### config.mk
export PLATFORM = sky130hd
export DESIGN_NAME = updown_mod_counter
export DESIGN_NICKNAME = d
export VERILOG_FILES = /design/src/rtl/updown_mod_counter.sv
export SDC_FILE = /design/constraint.sdc
export NUM_CORES = 1
export LEC_CHECK = 0
export BUFFER_PORTS_ARGS = -buffer_cell sky130_fd_sc_hd__buf_2
export CAP_MARGIN = 20
export CELL_PAD_IN_SITES_DETAIL_PLACEMENT = 1
export CELL_PAD_IN_SITES_GLOBAL_PLACEMENT = 1
export CORE_MARGIN = 2
export CORE_UTILIZATION = 41
export CTS_BUF_LIST = sky130_fd_sc_hd__clkbuf_8
export DETAILED_ROUTE_END_ITERATION = 16
export HOLD_SLACK_MARGIN = 0.06
export MAX_ROUTING_LAYER = met4
export PLACE_DENSITY = 0.85
export SLEW_MARGIN = 20
export SYNTH_ARGS = -nofsm -noshare
export SYNTH_HDL_FRONTEND = slang
export SYNTH_SLANG_ARGS = --single-unit
### constraint.sdc
create_clock -name clk -period 4.9 [get_ports clk]
set_input_delay 0.245 -clock clk [delete_from_list [all_inputs] [get_ports clk]]
set_output_delay 0.245 -clock clk [all_outputs]
set_load 0.005 [all_outputs]
### src/rtl/updown_mod_counter.sv
// Up/down modulo-N counter with variable step, parallel load and wrap or saturate mode.
// The arithmetic is one bit wider than the count, so modulus = 2**width cannot silently truncate.
module updown_mod_counter #(
  parameter int width    = 8,
  parameter int modulus  = 256,
  parameter bit sat_mode = 1'b0
) (
  input  logic             clk,
  input  logic             rst,
  input  logic             en,
  input  logic             dir,
  input  logic [width-1:0] step,
  input  logic             load,
  input  logic [width-1:0] load_val,
  output logic [width-1:0] cnt,
  output logic             ovf,
  output logic             at_max,
  output logic             at_min
);

  localparam int               W1    = width + 1;
  localparam logic [W1-1:0]    MOD_W = W1'(modulus);
  localparam logic [W1-1:0]    TOP_W = W1'(modulus - 1);
  localparam logic [width-1:0] TOP_N = width'(modulus - 1);

  logic [width-1:0] cnt_q, cnt_d;
  logic             ovf_q, ovf_d;
  logic [W1-1:0]    cnt_x, step_x, load_x, s_x, sum_x, nxt_x;

  // Next-state: load beats count; count uses the step clamped to modulus-1.
  always_comb begin
    cnt_x  = {1'b0, cnt_q};
    step_x = {1'b0, step};
    load_x = {1'b0, load_val};
    s_x    = (step_x > TOP_W) ? TOP_W : step_x;
    sum_x  = cnt_x + s_x;
    nxt_x  = cnt_x;
    ovf_d  = 1'b0;
    if (load) begin
      nxt_x = (load_x > TOP_W) ? TOP_W : load_x;
    end else if (en) begin
      if (dir) begin
        if (sum_x <= TOP_W) begin
          nxt_x = sum_x;
        end else if (sat_mode) begin
          nxt_x = TOP_W;
          ovf_d = 1'b1;
        end else begin
          nxt_x = sum_x - MOD_W;
          ovf_d = 1'b1;
        end
      end else begin
        if (cnt_x >= s_x) begin
          nxt_x = cnt_x - s_x;
        end else if (sat_mode) begin
          nxt_x = {W1{1'b0}};
          ovf_d = 1'b1;
        end else begin
          nxt_x = cnt_x + (MOD_W - s_x);
          ovf_d = 1'b1;
        end
      end
    end else begin
      nxt_x = cnt_x;
    end
    cnt_d = width'(nxt_x);
  end

  // State register with synchronous reset.
  always_ff @(posedge clk) begin
    if (rst) begin
      cnt_q <= {width{1'b0}};
      ovf_q <= 1'b0;
    end else begin
      cnt_q <= cnt_d;
      ovf_q <= ovf_d;
    end
  end

  assign cnt    = cnt_q;
  assign ovf    = ovf_q;
  assign at_max = (cnt_q == TOP_N);
  assign at_min = (cnt_q == {width{1'b0}});

endmodule
==> flow_metrics.env <==
export IMPL_worst_pin_slew_ns=0.419
export IMPL_worstPathRequired_ns=5.06
export IMPL_fin_crit_ns=2.12
export IMPL_drv_cap=0
export IMPL_synth_top_cell_area_share_pct=18.2
export IMPL_rsz0062_at_grt="no"
export IMPL_cts_tree="done"
export IMPL_cts_root_buf="clkbuf_8"
export IMPL_fp_dieW_um=55.8
export IMPL_antenna_found_initial=0
export IMPL_track_usage_pct=23.1
export IMPL_vias=1194
export IMPL_drive_gt1_share_pct=21.1
export IMPL_rr_startpoint="cnt[0]"
export IMPL_ys_top_cells_by_area="ha_1 (18%), dfxtp_1 (16%), a21oi_1 (7.7%)"
export IMPL_cts_buffers_inserted=3
export IMPL_yosysTopAreaCell="ha_1"
export IMPL_initial_core_util_pct=43.7
export IMPL_die_h_um=55.8
export IMPL_syn_area_mm2=0.00110
export IMPL_drt_iter0_markers=64
export IMPL_dieArea_mm2=0.00312
export IMPL_synth_area_per_cell_um2=7.49
export IMPL_ys_seq_elements=9
export IMPL_layout_commonest_cell="buf_2"
export IMPL_first_global_vias=1244
export IMPL_met3_usage_pct=2.09
export IMPL_cts_path_max_buffers=2
export IMPL_fmax_ghz=0.471
export IMPL_gr_max_usage_layer="met2"
export IMPL_irDropWorstVdd_mv=0.181
export IMPL_worstPathArrival_ns=2.29
export IMPL_cts_setup_buffers=0
export IMPL_postRouteAntennaNets=0
export IMPL_outcome="finished, final reports clean"
export IMPL_hold_end="cnt[2]"
export IMPL_antenna_cells=0
export IMPL_final_nets=215
export IMPL_whs_path_depth=3
export IMPL_powerDensity_mw_per_mm2=236
export IMPL_tns_ns=0
export IMPL_cp_max_fo=6
export IMPL_p_leak_nw=0.635
export IMPL_yosysUniqueCellTypes=39
export IMPL_max_slew_margin_pct=71.4
export IMPL_hold_class="primary input to flip-flop"
export IMPL_ys_warn_count=0
export IMPL_post_route_period_util_pct=43.3
export IMPL_r2r_end="cnt[4]"
export IMPL_critPathLaunchType="flip-flop"
export IMPL_ctsResizeCount=0
export IMPL_grt_overflow=0
export IMPL_path_class="flip-flop to flip-flop"
export IMPL_areaGrowthSynthToFinish_pct=18.9
export IMPL_grt_use_met2_pct=39.6
export IMPL_routed_via_density=5.82
export IMPL_fillerInstances=345
export IMPL_io_pins=32
export IMPL_fin_skew_ns=0.00234
export IMPL_core_mm2=0.00252
export IMPL_setup_viol=0
export IMPL_clk_latency_ns=0.23
export IMPL_place_gp_congestion=0.839
export IMPL_ff2ff_setup_slack_ns=2.78
export IMPL_h_tree_depth=1
export IMPL_hold_start="load_val[2]"
export IMPL_reg2reg_depth=9
export IMPL_cts_clk_slew_worst_paths_ns=0.05
export IMPL_stdcell_area_mm2=0.00131
export IMPL_grt_pass1_wl_mm=5.78
export IMPL_grt_max_degree=17
export IMPL_wirelength_mm=3.34
export IMPL_use_met1_pct=30.0
export IMPL_port_buffers=31
export IMPL_place_hpwl_mm=2.68
export IMPL_place_area_mm2=0.00126
export IMPL_slew_violations=0
export IMPL_hold_buffers=0
export IMPL_drtPass1Iterations=4
export IMPL_syn_inst=147
export IMPL_rows=18
export IMPL_wl_per_cell_um=16.3
export IMPL_endpoint_kind="flip-flop"
export IMPL_timing_final_hold_violations=0
export IMPL_final_cell_mix="buf_2 (31), nor2_1 (18), a21oi_1 (17)"
export IMPL_drc_errors=0
export IMPL_syn_num_nets=186
export IMPL_yosysSeqAreaShare_pct=16.4
export IMPL_cts_sinks=9
-- per-stage QoR --
step	utilization (%)	setup slack (ns)	hold slack, ns	total power (W)	std cells
floorplan	-	2.97	0.388	0.000180	147
global placement	50.1	2.89	0.487	0.000217	201
detailed placement	50.1	2.78	0.495	0.000223	201
CTS	51.9	2.77	0.250	0.000310	205
global route	51.9	2.63	0.277	0.000331	205
finish	51.9	2.78	0.249	0.000309	205
-- flip-flops by register name (all words and copies together) (netlist names) --
signal,flops
cnt,8
ovf,1
-- cells by family after synthesis --
| kind of cell | Yosys count | share of synthesized area [%] |
|---|---|---|
| AND/OR/NAND/NOR | 44 | 19.8 |
| AO/OA/AOI/OAI | 48 | 28.8 |
| flip-flops | 9 | 16.4 |
| buffers and inverters | 21 | 7.50 |
| multiplexers | 2 | 1.82 |
| adder cells (fa/ha/maj) | 18 | 21.8 |
| XOR/XNOR | 5 | 3.98 |
-- power breakdown --
group | switching (W) | internal (W) | total, W
logic | 0.0000719 | 0.0000586 | 0.000131
clock network | 0.0000318 | 0.0000548 | 0.0000866
registers | 0.0000120 | 0.0000799 | 0.0000919
-- routing by layer --
layer  part of all wire [%]  vias up
met5                      0        -
met4                   0.24        0
met3                    3.9        2
met2                     49       31
met1                     47      573
li1                       -      588
-- synthesized netlist by cell type (all sizes together) --
| master | number |
|---|---|
| a2111o | 1 |
| a2111oi | 1 |
| a211o | 1 |
| a211oi | 3 |
| a21o | 1 |
| a21oi | 17 |
| a311oi | 3 |
| a41o | 1 |
| and3 | 1 |
| buf | 2 |
| clkbuf | 5 |
| dfxtp | 9 |
| fa | 2 |
| ha | 16 |
| inv | 14 |
| mux2i | 2 |
| nand2 | 8 |
| nand2b | 3 |
| nand4 | 2 |
| nor2 | 18 |
| nor2b | 2 |
| nor3 | 2 |
| nor3b | 3 |
| nor4 | 1 |
| o211ai | 2 |
| o21a | 1 |
| o21ai | 7 |
| o21bai | 1 |
| o221ai | 2 |
| o22ai | 5 |
| o31a | 1 |
| o31ai | 1 |
| or2 | 1 |
| or4 | 2 |
| or4b | 1 |
| xnor2 | 5 |
-- critical path: stages (launching register included) --
cell,delay [ns]
dfxtp_1,0.41
inv_1,0.07
ha_1,0.21
fa_1,0.39
nor2b_1,0.12
o21a_1,0.17
nor3_1,0.06
a211o_1,0.27
and3_1,0.19
o22ai_1,0.15
-- worst max-delay path by stage --
stage	slack, ns	from	cells after the start	to
2_1_floorplan	2.97	cnt[0]	9	cnt[4]
3_3_place_gp	2.89	cnt[0]	9	cnt[4]
3_5_place_dp	2.78	cnt[0]	9	cnt[6]
4_1_cts	2.77	cnt[0]	9	cnt[6]
5_1_grt	2.63	cnt[0]	9	cnt[6]
6_report	2.78	cnt[0]	9	cnt[4]
-- area by class of cell --
cell class	instances	area, um2	share of cell area [%]
clock buffer	3	41.3	3.15
clock inverter	1	3.75	0.287
inverter	14	52.6	4.02
multi-input combinational	117	838	64.1
sequential	9	180	13.8
tap	30	37.5	2.87
timing repair buffer	31	155	11.9
No activity file was read; power rests on OpenSTA's default activity.
